## config.mk

```make
export PLATFORM = sky130hd
export DESIGN_NAME = mem_stage
export DESIGN_NICKNAME = d
export VERILOG_FILES = /design/src/rtl/pipeline_pkg.sv /design/src/rtl/mem_lsu_format.sv /design/src/rtl/mem_stage.sv
export SDC_FILE = /design/constraint.sdc
export NUM_CORES = 1
export LEC_CHECK = 0
export BUFFER_PORTS_ARGS = -buffer_cell sky130_fd_sc_hd__buf_4
export CAP_MARGIN = 20
export CORE_ASPECT_RATIO = 1.2
export CORE_MARGIN = 4
export CORE_UTILIZATION = 54
export DETAILED_ROUTE_END_ITERATION = 12
export MAX_ROUTING_LAYER = met4
export PLACE_DENSITY = 0.9
export SETUP_SLACK_MARGIN = 0.2
export SYNTH_ARGS = -nofsm -noshare
export SYNTH_HDL_FRONTEND = slang
export SYNTH_SLANG_ARGS = --single-unit
```

## constraint.sdc

```tcl
create_clock -name clk -period 3.1 [get_ports clk]
set_input_delay 0 -clock clk [delete_from_list [all_inputs] [get_ports clk]]
set_output_delay 0 -clock clk [all_outputs]
set_load 0.02 [all_outputs]
```

## src/rtl/pipeline_pkg.sv

```systemverilog
// Shared pipeline definitions for the MEM stage.
//  - funct3 access-size encodings for loads and stores
//  - MEM stage FSM state encoding (IDLE=0, REQ=1, RESP=2)
//  - latched memory-op and MEM_WB bundle types, with NOP constants
package pipeline_pkg;

  localparam logic [2:0] F3_B  = 3'b000;  // LB / SB
  localparam logic [2:0] F3_H  = 3'b001;  // LH / SH
  localparam logic [2:0] F3_W  = 3'b010;  // LW / SW
  localparam logic [2:0] F3_BU = 3'b100;  // LBU
  localparam logic [2:0] F3_HU = 3'b101;  // LHU

  typedef enum logic [1:0] {
    ST_IDLE = 2'd0,
    ST_REQ  = 2'd1,
    ST_RESP = 2'd2
  } mem_state_e;

  // Memory op captured on the edge it leaves EX_MEM, so the bus can be
  // held stable while the upstream register is bubbled.
  typedef struct packed {
    logic [31:0] addr;      // full effective address (low bits select lanes)
    logic [31:0] wdata;     // lane-replicated store data
    logic [3:0]  be;
    logic [2:0]  funct3;
    logic [4:0]  rd;
    logic        regwrite;
    logic        memtoreg;
    logic        is_load;
  } mem_op_t;

  typedef struct packed {
    logic [31:0] alu_result;
    logic [31:0] mem_data;
    logic [4:0]  rd;
    logic        regwrite;
    logic        memtoreg;
  } wb_t;

  localparam mem_op_t OP_NOP = '0;
  localparam wb_t     WB_NOP = '0;

endpackage

```

## src/rtl/mem_lsu_format.sv

```systemverilog
// Byte-lane formatting for the data-memory bus (purely combinational).
// Ports:
//  funct3    in   3   access size/sign
//  off       in   2   address byte offset
//  rs2       in   32  raw store data
//  rdata     in   32  raw load word from the bus
//  be        out  4   byte enables for the access
//  wdata     out  32  store data replicated across byte lanes
//  load_data out  32  load data shifted down and sign/zero extended
//  misalign  out  1   half on an odd address or word not on a 4-byte boundary
module mem_lsu_format
  import pipeline_pkg::*;
(
  input  logic [2:0]  funct3,
  input  logic [1:0]  off,
  input  logic [31:0] rs2,
  input  logic [31:0] rdata,
  output logic [3:0]  be,
  output logic [31:0] wdata,
  output logic [31:0] load_data,
  output logic        misalign
);

  logic [31:0] shifted;

  assign shifted = rdata >> {off, 3'b000};

  always_comb begin
    // NOTE: every output gets a default before the case so no path can
    // leave one unassigned and infer a latch.
    be        = 4'b1111;
    wdata     = rs2;
    load_data = shifted;
    misalign  = |off;
    case (funct3)
      F3_B: begin
        be        = 4'b0001 << off;
        wdata     = {4{rs2[7:0]}};
        load_data = {{24{shifted[7]}}, shifted[7:0]};
        misalign  = 1'b0;
      end
      F3_BU: begin
        be        = 4'b0001 << off;
        wdata     = {4{rs2[7:0]}};
        load_data = {24'h0, shifted[7:0]};
        misalign  = 1'b0;
      end
      F3_H: begin
        be        = 4'b0011 << off;
        wdata     = {2{rs2[15:0]}};
        load_data = {{16{shifted[15]}}, shifted[15:0]};
        misalign  = off[0];
      end
      F3_HU: begin
        be        = 4'b0011 << off;
        wdata     = {2{rs2[15:0]}};
        load_data = {16'h0, shifted[15:0]};
        misalign  = off[0];
      end
      default: ;  // word, including unlisted encodings
    endcase
  end

endmodule

```

## src/rtl/mem_stage.sv

```systemverilog
// MEM pipeline stage: issues loads/stores on the data-memory bus, stalls
// the pipeline while an access is outstanding and registers the writeback
// bundle into MEM_WB_*.
// Ports:
//  clk, reset            clock; synchronous active-low reset
//  EX_MEM_*              EX/MEM register outputs (address/result, store
//                        data, funct3, memread/memwrite/memtoreg/regwrite, rd)
//  dmem_req/we/addr/     request channel, req held until dmem_ready
//   wdata/be, dmem_ready
//  dmem_rvalid/rdata     load response channel
//  MEM_stall             combinational stall to the upstream pipeline
//  MEM_misalign          one-cycle pulse for a dropped misaligned access
//  MEM_WB_*              registered writeback bundle
module mem_stage
  import pipeline_pkg::*;
#(
  parameter int XLEN = 32,
  parameter int BE_W = XLEN / 8
) (
  input  logic            clk,
  input  logic            reset,
  input  logic [XLEN-1:0] EX_MEM_ALU_result,
  input  logic [XLEN-1:0] EX_MEM_rs2_data,
  input  logic [2:0]      EX_MEM_funct3,
  input  logic            EX_MEM_memread,
  input  logic            EX_MEM_memwrite,
  input  logic            EX_MEM_memtoreg,
  input  logic            EX_MEM_regwrite,
  input  logic [4:0]      EX_MEM_rd,
  output logic            dmem_req,
  output logic            dmem_we,
  output logic [XLEN-1:0] dmem_addr,
  output logic [XLEN-1:0] dmem_wdata,
  output logic [BE_W-1:0] dmem_be,
  input  logic            dmem_ready,
  input  logic            dmem_rvalid,
  input  logic [XLEN-1:0] dmem_rdata,
  output logic            MEM_stall,
  output logic            MEM_misalign,
  output logic [XLEN-1:0] MEM_WB_ALU_result,
  output logic [XLEN-1:0] MEM_WB_mem_data,
  output logic [4:0]      MEM_WB_rd,
  output logic            MEM_WB_regwrite,
  output logic            MEM_WB_memtoreg
);

  mem_state_e state_q, state_d;
  mem_op_t    op_q, cur_op;
  wb_t        wb_q, wb_d;
  logic       misalign_q, misalign_evt, complete;
  logic       in_idle, cur_mem, cur_load;

  logic [2:0]  fmt_funct3;
  logic [1:0]  fmt_off;
  logic [3:0]  fmt_be;
  logic [31:0] fmt_wdata, fmt_load;
  logic        fmt_misalign;

  assign in_idle  = (state_q == ST_IDLE);
  assign cur_mem  = EX_MEM_memread | EX_MEM_memwrite;
  assign cur_load = EX_MEM_memread;  // read+write together counts as a load

  // In IDLE the formatter sees the live EX_MEM op; afterwards the latched
  // copy, so the response is formatted with the op that issued it.
  assign fmt_funct3 = in_idle ? EX_MEM_funct3 : op_q.funct3;
  assign fmt_off    = in_idle ? EX_MEM_ALU_result[1:0] : op_q.addr[1:0];

  mem_lsu_format u_fmt (
    .funct3    (fmt_funct3),
    .off       (fmt_off),
    .rs2       (EX_MEM_rs2_data),
    .rdata     (dmem_rdata),
    .be        (fmt_be),
    .wdata     (fmt_wdata),
    .load_data (fmt_load),
    .misalign  (fmt_misalign)
  );

  always_comb begin
    cur_op          = OP_NOP;
    cur_op.addr     = EX_MEM_ALU_result;
    cur_op.wdata    = fmt_wdata;
    cur_op.be       = fmt_be;
    cur_op.funct3   = EX_MEM_funct3;
    cur_op.rd       = EX_MEM_rd;
    cur_op.regwrite = EX_MEM_regwrite;
    cur_op.memtoreg = EX_MEM_memtoreg;
    cur_op.is_load  = cur_load;
  end

  // State register
  always_ff @(posedge clk) begin
    // NOTE: sequential state uses non-blocking assignments so every
    // register samples pre-edge values regardless of block ordering.
    if (!reset) state_q <= ST_IDLE;
    else        state_q <= state_d;
  end

  // Next-state logic
  always_comb begin
    state_d = state_q;
    case (state_q)
      ST_IDLE: begin
        if (cur_mem && !fmt_misalign) begin
          if (cur_load)         state_d = dmem_ready ? ST_RESP : ST_REQ;
          else if (!dmem_ready) state_d = ST_REQ;
        end
      end
      ST_REQ: begin
        if (dmem_ready) state_d = op_q.is_load ? ST_RESP : ST_IDLE;
      end
      ST_RESP: begin
        if (dmem_rvalid) state_d = ST_IDLE;
      end
      default: state_d = ST_IDLE;
    endcase
  end

  // Output logic: bus drive, stall, completion and the writeback bundle
  always_comb begin
    dmem_req     = 1'b0;
    dmem_we      = 1'b0;
    dmem_addr    = {op_q.addr[31:2], 2'b00};
    dmem_wdata   = op_q.wdata;
    dmem_be      = op_q.be;
    MEM_stall    = 1'b0;
    complete     = 1'b0;
    misalign_evt = 1'b0;
    wb_d            = WB_NOP;
    wb_d.alu_result = op_q.addr;
    wb_d.rd         = op_q.rd;
    wb_d.regwrite   = op_q.regwrite;
    wb_d.memtoreg   = op_q.memtoreg;
    case (state_q)
      ST_IDLE: begin
        // A fresh op drives the bus straight from EX_MEM in its first cycle.
        dmem_addr       = {EX_MEM_ALU_result[31:2], 2'b00};
        dmem_wdata      = fmt_wdata;
        dmem_be         = fmt_be;
        wb_d.alu_result = EX_MEM_ALU_result;
        wb_d.rd         = EX_MEM_rd;
        wb_d.regwrite   = EX_MEM_regwrite;
        wb_d.memtoreg   = EX_MEM_memtoreg;
        if (!cur_mem) begin
          complete = 1'b1;
        end else if (fmt_misalign) begin
          misalign_evt = 1'b1;
        end else begin
          dmem_req = 1'b1;
          dmem_we  = ~cur_load;
          if (!cur_load && dmem_ready) complete  = 1'b1;
          else                         MEM_stall = 1'b1;
        end
      end
      ST_REQ: begin
        dmem_req = 1'b1;
        dmem_we  = ~op_q.is_load;
        if (!op_q.is_load && dmem_ready) complete  = 1'b1;
        else                             MEM_stall = 1'b1;
      end
      ST_RESP: begin
        wb_d.mem_data = fmt_load;
        if (dmem_rvalid) complete  = 1'b1;
        else             MEM_stall = 1'b1;
      end
      default: ;
    endcase
  end

  // Latched op and MEM_WB registers
  always_ff @(posedge clk) begin
    if (!reset) begin
      op_q       <= OP_NOP;
      wb_q       <= WB_NOP;
      misalign_q <= 1'b0;
    end else begin
      if (in_idle && cur_mem && !fmt_misalign) op_q <= cur_op;
      wb_q       <= complete ? wb_d : WB_NOP;  // bubble on stall/misalign
      misalign_q <= misalign_evt;
    end
  end

  assign MEM_misalign      = misalign_q;
  assign MEM_WB_ALU_result = wb_q.alu_result;
  assign MEM_WB_mem_data   = wb_q.mem_data;
  assign MEM_WB_rd         = wb_q.rd;
  assign MEM_WB_regwrite   = wb_q.regwrite;
  assign MEM_WB_memtoreg   = wb_q.memtoreg;

endmodule

```

==> results.sh, run 1 <==
export IMPL_layout_nets=1303
export IMPL_r2r_slack_ns=0.52
export IMPL_vdd_drop_max_uv=389
export IMPL_cp_num_cells=8
export IMPL_placementRows=46
export IMPL_reg2reg_from="state_q[0]$_SDFFE_PN0P_"
export IMPL_setup_viol=0
export IMPL_cts_root_buf="clkbuf_16"
export IMPL_hold_viol=0
export IMPL_synth_area_leader_cell="dfxtp_1"
export IMPL_yosysTopAreaCellShare_pct=41.7
export IMPL_grt_start_max_net_pins=66
export IMPL_wirelength_mm=24.9
export IMPL_critical_path_top_delay_family="buffers and inverters"
export IMPL_cts_sinks=153
export IMPL_status="finished clean"
export IMPL_period_share_pct=88.1
export IMPL_max_stage_delay_ns=0.41
export IMPL_drc=0
export IMPL_drt_antenna_violating_nets=0
export IMPL_cp_max_fo=52
export IMPL_antenna_found_initial=0
export IMPL_crit_top_cell="buf_4"
export IMPL_clk_pin_slew_ns=0.06
export IMPL_post_drt_via_cell_ratio=5.72
export IMPL_setup_ws_ns=0.370
export IMPL_die_y_um=136
export IMPL_grt_first_pass_wirelength_mm=38.9
export IMPL_yosysSeqAreaShare_pct=41.7
export IMPL_place_ws_ns=0.474
export IMPL_avgSynthCellArea_sq_um=8.09
export IMPL_fin_skew_ns=0.0116
export IMPL_start_kind="register"
export IMPL_synth_edf_count=0
export IMPL_hold_class="in -> reg"
export IMPL_reg2reg_depth=8
export IMPL_power_density_nw_per_um2=596
export IMPL_syn_cell_area_sq_um=7350
export IMPL_worst_pin_slew_ns=1.10
export IMPL_cpMaxStageDelayCell="dfxtp_2"
export IMPL_clock_fmax_mhz=366
export IMPL_synth_async_sr_flop_share_pct=0
export IMPL_min_delay_path_depth=3
export IMPL_cp_arrival_ns=2.73
export IMPL_port_buffers=252
export IMPL_cts_buffers_inserted=17
export IMPL_synth_ff_type="dfxtp_1"
export IMPL_overflow=0
export IMPL_ys_ff_latch=153
export IMPL_reg2reg_to="MEM_WB_mem_data[27]$_SDFF_PN0_"
export IMPL_grt_pass1_vias=7808
export IMPL_synthesis_instances=909
export IMPL_antenna_cells=0
export IMPL_worstSetupEndpointType="output pin"
export IMPL_worstHoldStart="EX_MEM_rs2_data[11]"
export IMPL_cts_tree="yes"
export IMPL_final_layout_size_suffix_gt1_share_pct=31.0
export IMPL_gp_congestion=0.861
export IMPL_first_iter_violations=730
export IMPL_holdPathEnd="op_q[26]$_SDFFE_PN0P_"
export IMPL_worst_path_buf_inv=3
export IMPL_fp_coreArea_sq_um=13300
export IMPL_die_x_um=115
export IMPL_wire_per_inst_um=18.2
export IMPL_critPathKind="reg -> out"
export IMPL_holdWs_ns=0.00223
export IMPL_ys_warn_count=0
export IMPL_clkLatencyLatePin_ns=0.42
export IMPL_yosys_top_cells_area="dfxtp_1 42%, nand2_1 14%, a21oi_1 7.4%, mux2i_1 5.2%, buf_4 3.9%"
export IMPL_crit_path_cell_trace="or2_2 -> buf_4 -> nor2_1 -> a21boi_4 -> buf_6 -> o21ai_0 -> o221ai_1 -> buf_4"
export IMPL_place_hpwl_mm=15.6
export IMPL_htree_num_levels=4
export IMPL_cp_required_ns=3.10
export IMPL_final_max_slew_viol_count=0
export IMPL_die_area_sq_um=15600
export IMPL_p_leak_nw=4.75
export IMPL_io_pins=255
export IMPL_area_growth_pct=44.2
export IMPL_start_util_pct=55.3
export IMPL_num_vias=7847
export IMPL_grt_use_total_pct=32.3
export IMPL_fin_setup_tns_ns=0
export IMPL_cts_buffer_depth=2
export IMPL_slew_headroom_pct=26.9
export IMPL_maxCapViolCount=0
export IMPL_grt_setup_unrepaired="false"
export IMPL_drt_pass1_iterations=6
export IMPL_yosys_cell_types_count=62
export IMPL_period_minus_slack_ns=2.73
-- stage by stage --
stage,util [%],area (sq um),std cells,total power [mW]
final,79.7,10600,1371,6.32
after global routing,79.7,10600,1371,6.58
after CTS,79.6,10600,1371,6.29
after detailed placement,68.7,9130,1253,4.11
after global placement,68.4,9100,1252,4.07
after floorplan,-,7360,910,3.50
-- cells in the final DEF (no fill, tap or decap), drive strengths merged, types with 2 or more instances in the layout --
| master | instances |
|---|---|
| nand2 | 279 |
| buf | 275 |
| dfxtp | 153 |
| a21oi | 118 |
| dlygate4sd3 | 85 |
| nor2 | 52 |
| mux2i | 39 |
| o21ai | 23 |
| clkbuf | 19 |
| a31oi | 19 |
| a211oi | 17 |
| inv | 9 |
| mux2 | 8 |
| nor2b | 8 |
| and3 | 8 |
| a31o | 8 |
| a21o | 7 |
| a311o | 7 |
| mux4 | 7 |
| o21a | 4 |
| nor3 | 4 |
| clkinvlp | 4 |
| clkinv | 4 |
| o22ai | 3 |
| nand2b | 3 |
| nor3b | 3 |
| a22oi | 3 |
| bufinv | 3 |
| or2 | 3 |
| o31ai | 3 |
| nor4b | 2 |
| conb | 2 |
| o2111ai | 2 |
| a21boi | 2 |
| nand3 | 2 |
-- flip-flops by register name, indices dropped and copies added, names as in the netlist --
name               count
state_q                2
MEM_misalign           1
op_q                  79
MEM_WB_memtoreg        1
MEM_WB_ALU_result     32
MEM_WB_mem_data       32
MEM_WB_regwrite        1
MEM_WB_rd              5
-- report_power, final --
part	switching, mW	total (mW)	internal, mW
Sequential	0.102	2.25	2.15
Combinational	1.15	1.97	0.823
Clock	0.821	2.10	1.28
-- worst min-delay path, cell delays in order --
cell and delay, ns:
buf_4 0.12, mux2i_1 0.15, a211oi_1 0.10
-- routing by layer --
metal	vias to the layer above	wire (um)	track usage [%]
met3	131	1730	6.50
met2	426	12600	54.0
met5	-	0	-
met1	3667	9080	35.1
li1	3623	-	-
met4	0	1500	19.6
-- timing repair --
item,4_1_cts,5_1_grt
setup buffers,2,0
gates cloned,0,0
hold buffers,85,0
endpoints found under the setup margin,9,10
pin swaps,1,0
endpoints found under the hold margin,129,0
gates resized for setup,1,3
-- cell type report --
cell class | count | area [sq um]
clock inverter | 12 | 149
tap | 168 | 210
fill | 836 | 2700
inverter | 8 | 30.0
clock buffer | 19 | 443
timing repair buffer | 360 | 2960
sequential | 153 | 3070
multi-input combinational | 651 | 3740
-- worst max-delay path by stage --
stage	startpoint	to	slack, ns
after global routing	state_q[1]$_SDFFE_PN0P_	MEM_stall	0.24
after detailed placement	state_q[1]$_SDFFE_PN0P_	dmem_wdata[30]	0.47
after global placement	state_q[1]$_SDFFE_PN0P_	MEM_WB_regwrite$_SDFF_PN0_	0.40
after floorplan	state_q[0]$_SDFFE_PN0P_	dmem_be[2]	1.13
after CTS	state_q[0]$_SDFFE_PN0P_	dmem_wdata[8]	0.26
final	state_q[1]$_SDFFE_PN0P_	MEM_stall	0.37
-- cells in the mapped netlist, types with 4 or more instances --
master	number
and3_1	8
nor2b_1	8
mux2_2	8
buf_2	20
a311o_1	7
a21oi_1	109
a31oi_1	7
a31oi_2	12
a211oi_1	17
inv_1	7
nor3_1	4
o21ai_0	20
buf_4	38
dfxtp_1	153
a21o_1	7
a31o_2	8
a21oi_2	9
mux2i_1	38
nand2_1	277
o21a_1	4
nor2_1	51
clkbuf_1	33
mux4_2	7
buf_1	4
-- cell families after synthesis --
kind of cell           Yosys count  share of synthesized area [%]
AND/OR/NAND/NOR                371                           21.0
AO/OA/AOI/OAI                  224                           20.4
flip-flops                     153                           41.7
buffers and inverters          106                           8.00
multiplexers                    54                           8.85
other                            1                         0.0510
Power figures use the tool's default switching activity.
==> run 2: changes to the inputs <==
- CORE_UTILIZATION: 54 -> 51
- PLACE_DENSITY: 0.9 -> 0.86
- clock period: 3.1 -> 3.01 ns (I/O delays scaled with it)
==> results.sh, run 2 (same netlist as run 1, synthesis figures left out) <==
export IMPL_cp_max_fo=44
export IMPL_hold_class="in -> reg"
export IMPL_grt_first_pass_wirelength_mm=38.8
export IMPL_final_layout_size_suffix_gt1_share_pct=31.2
export IMPL_drt_antenna_violating_nets=0
export IMPL_cp_arrival_ns=2.60
export IMPL_largest_register_ffs=79
export IMPL_reg2reg_from="state_q[1]$_SDFFE_PN0P_"
export IMPL_maxCapViolCount=0
export IMPL_layout_nets=1300
export IMPL_cts_buffers_inserted=17
export IMPL_p_clk_share_pct=35.9
export IMPL_wire_per_inst_um=17.8
export IMPL_setup_viol=0
export IMPL_grt_use_met1_pct=32.9
export IMPL_start_util_pct=52.8
export IMPL_die_area_sq_um=16400
export IMPL_area_growth_pct=45.2
export IMPL_reg2reg_to="op_q[68]$_SDFFE_PN0P_"
export IMPL_min_delay_path_depth=4
export IMPL_antenna_found_initial=1
export IMPL_grt_use_met2_pct=50.2
export IMPL_critPathKind="reg -> out"
export IMPL_drc=0
export IMPL_p_leak_nw=4.81
export IMPL_pwr_share_comb_pct=30.0
export IMPL_worst_pin_slew_ns=0.922
export IMPL_r2r_slack_ns=0.45
export IMPL_clkLatencyLatePin_ns=0.42
export IMPL_period_share_pct=86.4
export IMPL_placementRows=47
export IMPL_seq_power_share_pct=34.1
export IMPL_overflow=0
export IMPL_max_stage_delay_ns=0.66
export IMPL_p_switching_mw=2.17
export IMPL_cts_buffer_depth=2
export IMPL_holdPathEnd="MEM_WB_mem_data[13]$_SDFF_PN0_"
export IMPL_clock_fmax_mhz=384
export IMPL_p_int_mw=4.63
export IMPL_worstSetupEndpointType="output pin"
export IMPL_post_drt_via_cell_ratio=5.64
export IMPL_drt_pass1_iterations=5
export IMPL_fin_cells=1373
export IMPL_grt_busiest_layer="met2"
export IMPL_final_cell_mix="277 x nand2_1, 271 x buf_4, 152 x dfxtp_1, 109 x a21oi_1, 81 x dlygate4sd3_1"
export IMPL_die_y_um=140
export IMPL_grt_use_total_pct=29.8
export IMPL_fin_setup_tns_ns=0
export IMPL_io_pins=255
export IMPL_worstHoldStart="dmem_rdata[13]"
export IMPL_port_buffers=252
export IMPL_cts_tree="yes"
export IMPL_power_mw=6.80
export IMPL_power_density_nw_per_um2=637
export IMPL_top_register="op_q"
export IMPL_reg2reg_depth=6
export IMPL_cp_required_ns=3.01
export IMPL_placed_cells=1254
export IMPL_final_common_cell="nand2_1"
export IMPL_vdd_drop_max_uv=439
export IMPL_crit_top_cell="buf_4"
export IMPL_clk_pin_slew_ns=0.06
export IMPL_grt_setup_unrepaired="false"
export IMPL_fin_skew_ns=0.0107
export IMPL_slew_headroom_pct=38.5
export IMPL_final_max_slew_viol_count=0
export IMPL_first_iter_violations=754
export IMPL_fin_area_sq_um=10700
export IMPL_fp_coreArea_sq_um=13900
export IMPL_die_x_um=118
export IMPL_htree_num_levels=4
export IMPL_hold_viol=0
export IMPL_start_kind="register"
export IMPL_worst_path_buf_inv=2
export IMPL_status="finished clean"
export IMPL_crit_path_cell_trace="or2_2 -> buf_4 -> a31oi_1 -> a21oi_1 -> o21ai_0 -> nand2_1 -> buf_4"
export IMPL_critical_path_top_delay_family="flip-flops"
export IMPL_grt_pass1_vias=7704
export IMPL_gp_congestion=0.846
export IMPL_cts_root_buf="clkbuf_16"
export IMPL_period_minus_slack_ns=2.60
export IMPL_grt_start_max_net_pins=60
export IMPL_cts_sinks=153
export IMPL_switching_share_pct=31.9
export IMPL_use_met3_pct=5.80
export IMPL_place_hpwl_mm=15.0
export IMPL_cpMaxStageDelayCell="dfxtp_1"
export IMPL_placed_area_sq_um=9080
export IMPL_num_vias=7747
export IMPL_wirelength_mm=24.4
run 2: cell count changes in the layout (fill, tap and decap cells not counted), sizes merged:
cell / previous run / this run
dlygate4sd3: 85 / 81
bufinv: 3 / 6
clkinvlp: 4 / 1
inv: 9 / 11
diode: 0 / 1
run 2: repair_timing:
item,CTS,global route
setup buffers,1,3
cloned,0,1
hold buffers,81,0
hold endpoints to repair,125,0
setup endpoints to repair,8,38
pin swaps,0,2
gates resized for setup,1,7
run 2: worst max path at each step:
stage | startpoint | to | slack (ns) | depth (start not counted)
after floorplan | state_q[0]$_SDFFE_PN0P_ | dmem_be[2] | 1.04 | 7
after global placement | state_q[0]$_SDFFE_PN0P_ | op_q[14]$_SDFFE_PN0P_ | 0.52 | 7
after detailed placement | state_q[1]$_SDFFE_PN0P_ | MEM_WB_mem_data[18]$_SDFF_PN0_ | 0.38 | 6
after CTS | state_q[1]$_SDFFE_PN0P_ | dmem_wdata[30] | 0.25 | 6
after global routing | state_q[1]$_SDFFE_PN0P_ | dmem_we | 0.20 | 5
final | state_q[1]$_SDFFE_PN0P_ | dmem_be[3] | 0.41 | 7
run 2: power groups by stage:
| stage | Sequential [mW] | Clock (mW) | Combinational (mW) |
|---|---|---|---|
| 2_1_floorplan | 2.38 | 0 | 1.23 |
| 3_3_place_gp | 2.35 | 0 | 1.83 |
| 3_5_place_dp | 2.35 | 0 | 1.85 |
| 4_1_cts | 2.31 | 2.47 | 1.96 |
| 5_1_grt | 2.33 | 2.54 | 2.19 |
| 6_report | 2.32 | 2.44 | 2.04 |
run 2: final cells by class:
type                    instances  area, sq um
diodes                          1         2.50
clock buffers                  18          429
clock inverters                14          244
fillers                       943         3260
inverters                       8         30.0
multi-input cells             651         3750
flip-flops and latches        153         3060
well taps                     171          214
repair buffers                357         2950
run 2: metal layers:
metal | wire length, um | vias up
met2 | 12300 | 404
met5 | 0 | -
met3 | 1650 | 108
met1 | 9180 | 3605
met4 | 1270 | 0
li1 | - | 3630
run 2: tightest hold or removal path, cell delays in order:
cell and delay [ns]:
buf_4 0.12, nand2_1 0.05, a311o_1 0.17, a21oi_2 0.05
run 2: through the flow:
stage	hold slack, ns	worst slack [ns]	util [%]
finish	0.0164	0.408	76.6
global route	0.0254	0.203	76.6
detailed placement	0.197	0.385	65.2
floorplan	0.0798	1.04	-
global placement	0.198	0.517	65.2
CTS	0.00230	0.250	76.0
